==> src/rtl/mux4_rr_arbiter.sv <==
// Four-input round-robin arbiter driving a 4:1 mux select.
// A grant is held until the owner signals done, drops its request, or the
// hold limit expires. One empty RELEASE cycle always separates two grants.
module mux4_rr_arbiter #(
  parameter int unsigned MAX_HOLD = 8  // legal 1..255
) (
  input  logic       clk,
  input  logic       rst_n,
  input  logic [3:0] req,
  input  logic       done,
  output logic       sel1,
  output logic       sel2,
  output logic [3:0] grant,
  output logic       busy
);

  typedef enum logic [1:0] {StIdle, StGrant, StRelease} state_e;

  // Last hold-counter value before rotation is forced
  localparam logic [7:0] HoldLast = 8'(MAX_HOLD - 1);

  state_e     state_q, state_d;
  logic [1:0] ptr_q, ptr_d;
  logic [1:0] sel_q, sel_d;
  logic [7:0] hcnt_q, hcnt_d;
  logic [3:0] grant_q, grant_d;

  logic [1:0] winner;
  logic [1:0] scan_idx;
  logic       found;
  logic       any_req;
  logic       release_now;

  // Winner: first requester scanning ptr, ptr+1, ptr+2, ptr+3 (mod 4)
  always_comb begin
    winner   = 2'd0;
    scan_idx = 2'd0;
    found    = 1'b0;
    for (int i = 0; i < 4; i++) begin
      scan_idx = ptr_q + 2'(i);
      if (!found && req[scan_idx]) begin
        winner = scan_idx;
        found  = 1'b1;
      end
    end
  end

  assign any_req = |req;

  // Owner is identified by the held select value
  assign release_now = done || !req[sel_q] || (hcnt_q == HoldLast);

  // Next-state and registered-output logic
  always_comb begin
    state_d = state_q;
    ptr_d   = ptr_q;
    sel_d   = sel_q;
    hcnt_d  = hcnt_q;
    grant_d = grant_q;
    unique case (state_q)
      StIdle, StRelease: begin
        if (any_req) begin
          state_d = StGrant;
          grant_d = 4'(4'b0001 << winner);
          sel_d   = winner;
          hcnt_d  = 8'd0;
        end else begin
          state_d = StIdle;
          grant_d = 4'b0000;
        end
      end
      StGrant: begin
        hcnt_d = (hcnt_q == 8'hFF) ? hcnt_q : hcnt_q + 8'd1;
        if (release_now) begin
          state_d = StRelease;
          grant_d = 4'b0000;
          ptr_d   = sel_q + 2'd1;
        end
      end
      default: begin
        state_d = StIdle;
        grant_d = 4'b0000;
      end
    endcase
  end

  // State register with synchronous active-low reset
  always_ff @(posedge clk) begin
    if (!rst_n) begin
      state_q <= StIdle;
      ptr_q   <= 2'd0;
      sel_q   <= 2'd0;
      hcnt_q  <= 8'd0;
      grant_q <= 4'b0000;
    end else begin
      state_q <= state_d;
      ptr_q   <= ptr_d;
      sel_q   <= sel_d;
      hcnt_q  <= hcnt_d;
      grant_q <= grant_d;
    end
  end

  assign sel1  = sel_q[1];
  assign sel2  = sel_q[0];
  assign grant = grant_q;
  assign busy  = (state_q == StGrant);

endmodule

==> config.mk <==
export PLATFORM = sky130hd
export DESIGN_NAME = mux4_rr_arbiter
export DESIGN_NICKNAME = d
export VERILOG_FILES = /design/src/rtl/mux4_rr_arbiter.sv
export SDC_FILE = /design/constraint.sdc
export NUM_CORES = 1
export LEC_CHECK = 0
export ABC_AREA = 1
export ABC_CLOCK_PERIOD_IN_PS = 2100
export CORE_AREA = 4 4 48 59
export DETAILED_ROUTE_END_ITERATION = 10
export DIE_AREA = 0 0 52 63
export HOLD_SLACK_MARGIN = 0.15
export MAX_ROUTING_LAYER = met4
export PLACE_DENSITY = 0.75
export SLEW_MARGIN = 20
export SYNTH_ARGS = -nofsm -noshare
export SYNTH_HDL_FRONTEND = slang
export SYNTH_SLANG_ARGS = --single-unit
==> constraint.sdc <==
create_clock -name clk -period 2.1 [get_ports clk]
set_clock_uncertainty 0.2 [all_clocks]
set_input_delay 0.21 -clock clk [delete_from_list [all_inputs] [get_ports clk]]
set_output_delay 0.21 -clock clk [all_outputs]
set_load 0.1 [all_outputs]
# After elaboration in Yosys (flattened, before gate mapping)
# Cells that the tools add are included.
dict set report word_totals {
  ff_bits 18
  latchBits 0
  mem_bits_rw 0
  rom_bits 0
  inputBits 7
  out_inout_bits 7
  word_cells 65
  mem_count 0
}
dict set report classes {
  n_addsub 5
  mul 0
  n_div 0
  order_cmp 5
  eq_ne 7
  shift 1
  n_mux 26
  n_bitwise 0
  reduce_logical 16
}
# operator n
set op_table {}
lappend op_table {{$mux 8} 2}
lappend op_table {{$pmux 8 s2} 1}
lappend op_table {{$lt 2x3->1 const B} 5}
lappend op_table {{$bmux 1 s2} 5}
lappend op_table {{$mux 2} 5}
lappend op_table {{$mux 1} 9}
lappend op_table {{$add 8x1->8 const B} 1}
lappend op_table {{$eq 8x3->1 const B} 1}
lappend op_table {{$eq 8x8->1 const B} 1}
lappend op_table {{$mux 4} 2}
lappend op_table {{$pmux 4 s2} 1}
lappend op_table {{$add 2x1->2 const B} 2}
lappend op_table {{$add 2x2->2 const B} 2}
lappend op_table {{$logic_not 1->1} 4}
lappend op_table {{$ne 2x2->1 const B} 2}
lappend op_table {{$pmux 2 s2} 1}
lappend op_table {{$reduce_and 2->1} 2}
lappend op_table {{$reduce_or 4->1} 1}
lappend op_table {{$shl 1x2->4 const A} 1}
lappend op_table {{$logic_and 1x1->1} 3}
lappend op_table {{$reduce_and 3->1} 1}
lappend op_table {{$eq 2x1->1 const B} 1}
lappend op_table {{$eq 2x2->1 const B} 1}
lappend op_table {{$logic_not 2->1} 1}
lappend op_table {{4 further kinds} 5}

# Depth between registers and ports, before layout
# Gate-level depths: netlist (run 1).
dict set report depth {
  depth_word 15
  ltp_mapped 14
  mapped_depth_nobuf 13
}

# Least setup slack after synthesis (run 1)
# No wires, ideal clock.
dict set report synth_path {
  path_type {reg-to-reg}
  start {register sel_q[0]}
  end {register grant_q[0] (netlist: grant[0])}
  setup_time_ps 69
  arrival_ps 1931
  t_required_ps 1831
  path_slack_ps -100
  path_stages_with_launch 9
  path_buffers 0
  period_less_slack_ps 2200
  cell_sequence {dfxtp_1 > inv_1 > a21oi_1 > o21ai_0 > nand2_1 > nand3_1 > nor2_1 > nand2_1 > o21ai_1}
}
dict set report synth_via {
  elab_chain_len 6
}
# element line_no
set synth_lines {}
lappend synth_lines {{from (decl)} 24} ;# logic [1:0] sel_q, sel_d;
lappend synth_lines {{from (signal assigned)} 98} ;# sel_q <= sel_d;
lappend synth_lines {{$bmux 1 s2} 51} ;# assign release_now = done || !req[sel_q] || (hcnt_q == HoldLast);
lappend synth_lines {{$mux 1 (implied by the code)} 51}
lappend synth_lines {{$logic_not 1->1} 51}
lappend synth_lines {{$logic_or 1x1->1 (2 in a row)} 51}
lappend synth_lines {{$ne 2x1->1 (no source line)} -}
lappend synth_lines {{to (signal assigned)} 100} ;# grant_q <= grant_d;
lappend synth_lines {{to (decl)} 26} ;# logic [3:0] grant_q, grant_d;
# No other way between the ends. The select of a mux whose other input is x is not followed.
# A chain may end at the register's enable or synchronous reset.

# Worst setup path after layout (run 1)
dict set report layout_path {
  start {register hcnt_q[0]}
  end {register hcnt_q[4]}
}
dict set report layout_via {
  elab_chain_len 3
  elab_cells_between_ends 6
  cone_classes {add/sub: 1; eq/ne: 2; mux: 2; reduce/logical: 1}
}
# element line_no
set layout_lines {}
lappend layout_lines {{from (decl)} 25} ;# logic [7:0] hcnt_q, hcnt_d;
lappend layout_lines {{from (signal assigned)} 99} ;# hcnt_q <= hcnt_d;
lappend layout_lines {{$add 8x1->8 / $eq 8x8->1 (equally long branches)} 73} ;# hcnt_d = (hcnt_q == 8'hFF) ? hcnt_q : hcnt_q + 8'd1;
lappend layout_lines {{$mux 8 / $ne 2x2->1 (equally long branches)} -}
lappend layout_lines {{$pmux 8 s2 / $reduce_and 3->1 (equally long branches)} -}
# Several ways; a longest one is shown, not always the timed one. The select of a mux whose other input is x is not followed.

==> results.cfg, run 1 <==
[outcome]
status = finished, final reports clean

[die]
io_pins = 14
die-area_sq_mm = 0.00328
dieHeight_um = 63
start_util_pct = 53.0
chipWidth_um = 52
row_count = 19
coreArea_sq_mm = 0.00226

[sta]
setup_viol = 0
relSlewSlack_pct = 78.0
rsz0062_at_grt = no
maxSlewViolCount = 0
max_freq_mhz = 551
finalCritPeriodShare_pct = 86.4
setup_tns_ns = 0
holdWs_ns = 0.259
hold_violations = 0
finalWorstSetupSlack_ns = 0.286
fin_crit_ns = 1.81
worst_pin_slew_ns = 0.327

[final_layout]
utilization_pct = 62.0
fin_nets = 216
design_area_sq_mm = 0.00140
syn2layout_area_growth_pct = 17.0
instances_no_fill = 237
drive_gt1_share_pct = 23.8
antenna_cells = 0

[placement]
dp_hpwl_mm = 2.17
placed_area_sq_mm = 0.00138
pre_cts_ws_ns = 0.123
io_buffers = 13
place_congestion = 0.848
dp_cells = 234

[clock_network]
htree_levels = 1
clock-root-buffer = clkbuf_4
cts_tree = built
clkSinkCount = 18
clk_latency_ns = 0.29
ctsHoldBuffers = 0
cts_resized = 0
post-cts-setup-buffer-count = 0
cts_buffers = 3
clk_pin_slew_ns = 0.10
clock_path_buffers = 2

[yosys]
syn_inst = 188
syn_nets = 196
netlist.area_leader.share_pct = 30.1
ys_types = 27
synth-seq-area-share_pct = 30.1
synth-seq-cells = 18
ys_top_cells_by_area = dfxtp_1 30%, nand2_1 18%, nand2_2 6.8%
synth_top_cell_by_area = dfxtp_1
avgSynthCellArea_sq_um = 6.37
synthesis.area_sq_mm = 0.00120
ys.warnings.count = 0

[detailed_routing]
first_pass_iters = 4
dr.first_iter.drc_count = 13
wl_per_cell_um = 11.1
drt.antenna.violating_nets = 0
vias_per_cell = 4.91
via_count = 1164
drc = 0
drt-total-wl_mm = 2.62

[run]
cap_viol_max_count = 0

[power]
p_leak_nw = 0.653
powerDensity_mw_per_mm2 = 722
irDropWorstVdd_mv = 0.503
p_total_mw = 1.01

[worst_setup_path]
crit_end = hcnt_q[4]
ff2ff_setup_slack_ns = 0.29
critPathLaunchType = register
r2r_end = hcnt_q[4]
cp.required_ns = 2.08
rr_startpoint = hcnt_q[0]
reg2regPathDepth = 12
cp.arrival_ns = 1.80
crit_path_end_kind = register
path_class = register to register
critPathMaxFanout = 8
startpoint = hcnt_q[0]

[global_routing]
grt_overflow = 0
antenna_found_initial = 0
grt_pass1_vias = 1143
grt.total_usage_pct = 19.2
grt_max_degree = 12
grt_pass1_wl_mm = 4.78

[min_path]
hold_class = register to register
[logic make-up after synthesis]
logic type | share of synthesized area, %
xor+xnor | 2.19
fa+ha+maj | 1.04
buf+inv | 9.51
compound gates | 12.4
flops | 30.1
simple gates | 44.7
[routing by layer]
| metal | GRT usage (%) | vias up | wire (um) |
|---|---|---|---|
| li1 | - | 628 | - |
| met1 | 21.7 | 515 | 1120 |
| met2 | 33.3 | 15 | 1380 |
| met3 | 1.43 | 6 | 46 |
| met4 | 8.20 | 0 | 73 |
| met5 | - | - | 0 |
[flip-flops by register name, summed over array words and instances, names as in the netlist]
name	flops
hcnt_q	8
grant	4
ptr_q	2
sel_q	2
state_q	2
[cell type report]
class | count | area, sq um
clock buffers | 3 | 22.5
inverters | 25 | 95.1
well taps | 31 | 38.8
flip-flops and latches | 18 | 362
repair buffers | 17 | 155
fillers | 212 | 857
multi-input cells | 143 | 728
[Yosys cell counts]
cell,count
nor2_1,19
inv_2,8
nand3_2,4
buf_4,1
nand2_1,56
nand2_2,13
xor2_1,2
nor2_4,1
nand4_1,3
o21ai_0,5
buf_6,1
nor2_2,2
nor3_2,2
xnor2_1,1
nand3_1,10
o21ai_1,4
nor3_1,4
o21bai_1,1
inv_1,15
ha_1,1
clkinv_2,1
o21ai_4,1
dfxtp_1,18
clkinv_1,1
a21oi_1,12
a21oi_2,1
a21boi_2,1
[cells in the final DEF, fill, tap and decap left out, types with 2 or more instances in the layout]
| cell | synthesis | layout |
|---|---|---|
| a21oi_1 | 12 | 12 |
| buf_4 | 1 | 10 |
| clkbuf_4 | 0 | 3 |
| clkdlybuf4s50_1 | 0 | 6 |
| dfxtp_1 | 18 | 17 |
| inv_1 | 15 | 15 |
| inv_2 | 8 | 8 |
| nand2_1 | 56 | 56 |
| nand2_2 | 13 | 13 |
| nand3_1 | 10 | 10 |
| nand3_2 | 4 | 4 |
| nand4_1 | 3 | 3 |
| nor2_1 | 19 | 19 |
| nor2_4 | 1 | 2 |
| nor3_1 | 4 | 4 |
| nor3_2 | 2 | 2 |
| o21ai_0 | 5 | 5 |
| o21ai_1 | 4 | 4 |
| xor2_1 | 2 | 2 |
[how the worst min path moves through the flow]
| stage | end | depth (start not counted) | from |
|---|---|---|---|
| floorplan | ptr_q[0] | 2 | rst_n |
| global placement | grant[1] | 2 | grant[1] |
| detailed placement | grant[3] | 2 | grant[3] |
| CTS | grant[3] | 2 | grant[3] |
| global route | grant[3] | 2 | grant[3] |
| finish | grant[1] | 2 | grant[1] |
[worst max-delay path, cell delays in order (launching register included)]
cell	delay (ns)
dfxtp_1	0.37
ha_1	0.18
nand2_1	0.08
inv_1	0.09
nand3_2	0.09
nor2_1	0.09
nand2_1	0.08
nand2_1	0.08
nand2_2	0.11
nand2_1	0.11
inv_1	0.07
nor2_1	0.11
nor3_2	0.04
[power breakdown]
group	internal, mW	leakage (nW)	switching, mW
sequential	0.369	0.147	0.0209
clock	0.0667	0.0138	0.0981
combinational	0.132	0.492	0.325
No activity file was read; power rests on OpenSTA's default activity.
==> run 2: changes to the inputs <==
Settings changed: CORE_AREA 4 4 48 59 to 2 2 46 57, DIE_AREA 0 0 52 63 to 0 0 48 59.
==> results.cfg, run 2 (synthesis gave the netlist of run 1 again) <==
[outcome]
status = finished, final reports clean

[final_layout]
fin_nets = 216
layout_common_cells = 56 x nand2_1, 19 x nor2_1, 17 x dfxtp_1
regMostFlops = hcnt_q
drive_gt1_share_pct = 24.2
syn2layout_area_growth_pct = 18.2
design_area_sq_mm = 0.00142
largest_register_ffs = 8
antenna_cells = 0
final_common_cell = nand2_1

[worst_setup_path]
path_class = register to register
r2r_end = hcnt_q[4]
crit_path_end_kind = register
critPathLaunchType = register
cp.arrival_ns = 1.84
critPathMaxFanout = 8
reg2regPathDepth = 12
ff2ff_setup_slack_ns = 0.25
cp.required_ns = 2.09
rr_startpoint = hcnt_q[0]

[detailed_routing]
via_count = 1181
drt.antenna.violating_nets = 0
drc = 0
first_pass_iters = 4
vias_per_cell = 4.96
dr.first_iter.drc_count = 26
wl_per_cell_um = 10.9
drt-total-wl_mm = 2.60

[clock_network]
clock_path_buffers = 2
htree_levels = 1
clock-root-buffer = clkbuf_4
cts_buffers = 3
clk_pin_slew_ns = 0.10
cts_tree = built
ctsHoldBuffers = 0
post-cts-setup-buffer-count = 0
cts_resized = 0
clkSinkCount = 18
clk_latency_ns = 0.29

[global_routing]
met1_usage_pct = 23.4
grt_pass1_wl_mm = 4.49
antenna_found_initial = 0
use_met2_pct = 40.2
grt_overflow = 0
grt_util_met3_pct = 2.13
grt_pass1_vias = 1162
grt_max_degree = 12
busiest_layer = met2
grt.total_usage_pct = 22.0

[die]
die-area_sq_mm = 0.00283
dieHeight_um = 59
chipWidth_um = 48
coreArea_sq_mm = 0.00226
io_pins = 14
row_count = 19
start_util_pct = 53.0

[placement]
dp_hpwl_mm = 2.15
io_buffers = 13
place_congestion = 0.850
placed_area_sq_mm = 0.00138

[min_path]
hold_class = register to register
holdPathStages = 2
hold_path_startpoint = grant[3]
min_to = grant[3]

[sta]
fin_crit_ns = 1.85
worst_pin_slew_ns = 0.286
relSlewSlack_pct = 80.8
max_freq_mhz = 541
maxSlewViolCount = 0
rsz0062_at_grt = no
setup_tns_ns = 0
finalCritPeriodShare_pct = 88.0
hold_violations = 0
setup_viol = 0

[power]
powerDensity_mw_per_mm2 = 749
p_leak_nw = 0.660
irDropWorstVdd_mv = 0.510

[run]
cap_viol_max_count = 0
## run 2: cell types whose count changed in the layout (fill, tap and decap cells not counted)
| cell | delta |
|---|---|
| clkbuf_8 | +1 |
## run 2: worst max path at each step
stage	from	to	slack, ns	depth (start not counted)
after floorplan	sel_q[1]	grant[0]	0.009	8
after global placement	req[0]	grant[2]	0.12	12
after detailed placement	req[0]	grant[2]	0.09	12
after CTS	hcnt_q[0]	hcnt_q[4]	0.26	12
after global routing	hcnt_q[1]	hcnt_q[4]	0.06	12
final	hcnt_q[0]	hcnt_q[4]	0.25	12
## run 2: cell type report
type | instances | area [sq um]
tap | 31 | 38.8
timing repair buffer | 17 | 155
clock buffer | 4 | 36.3
sequential | 18 | 362
inverter | 25 | 95.1
multi-input combinational | 143 | 728
fill | 221 | 843
## run 2: worst max-delay path: stages (launching register included)
cell,delay (ns)
dfxtp_1,0.37
ha_1,0.19
nand2_1,0.08
inv_1,0.09
nand3_2,0.09
nor2_1,0.09
nand2_1,0.08
nand2_1,0.09
nand2_2,0.12
nand2_1,0.12
inv_1,0.07
nor2_1,0.12
nor3_2,0.04
## run 2: power breakdown
part	switching [mW]	total, mW	internal [mW]
clock	0.108	0.214	0.106
combinational	0.325	0.456	0.132
sequential	0.0207	0.389	0.369
## run 2: per-layer routing
layer  vias up  wire length [um]
li1        629                 -
met1       533              1130
met2        15              1380
met3         4                58
met4         0                35
met5         -                 0
## run 2: metrics by stage
| stage | hold WS, ns | utilization, % | power [mW] | worst slack (ns) | cells |
|---|---|---|---|---|---|
| after floorplan | 0.148 | - | 0.754 | 0.00882 | 188 |
| after global placement | 0.243 | 61.1 | 0.848 | 0.125 | 234 |
| after detailed placement | 0.248 | 61.1 | 0.855 | 0.0855 | 234 |
| after CTS | 0.266 | 62.7 | 1.06 | 0.261 | 238 |
| after global routing | 0.288 | 62.7 | 1.12 | 0.0610 | 238 |
| final | 0.260 | 62.7 | 1.06 | 0.251 | 238 |
==> run 3: changes to the inputs <==
Settings changed: CAP_MARGIN set to 25, SKIP_CTS_REPAIR_TIMING set to 1.
==> results of run 3 <==
Final layout, timing and power as in run 2 (identical DEF).
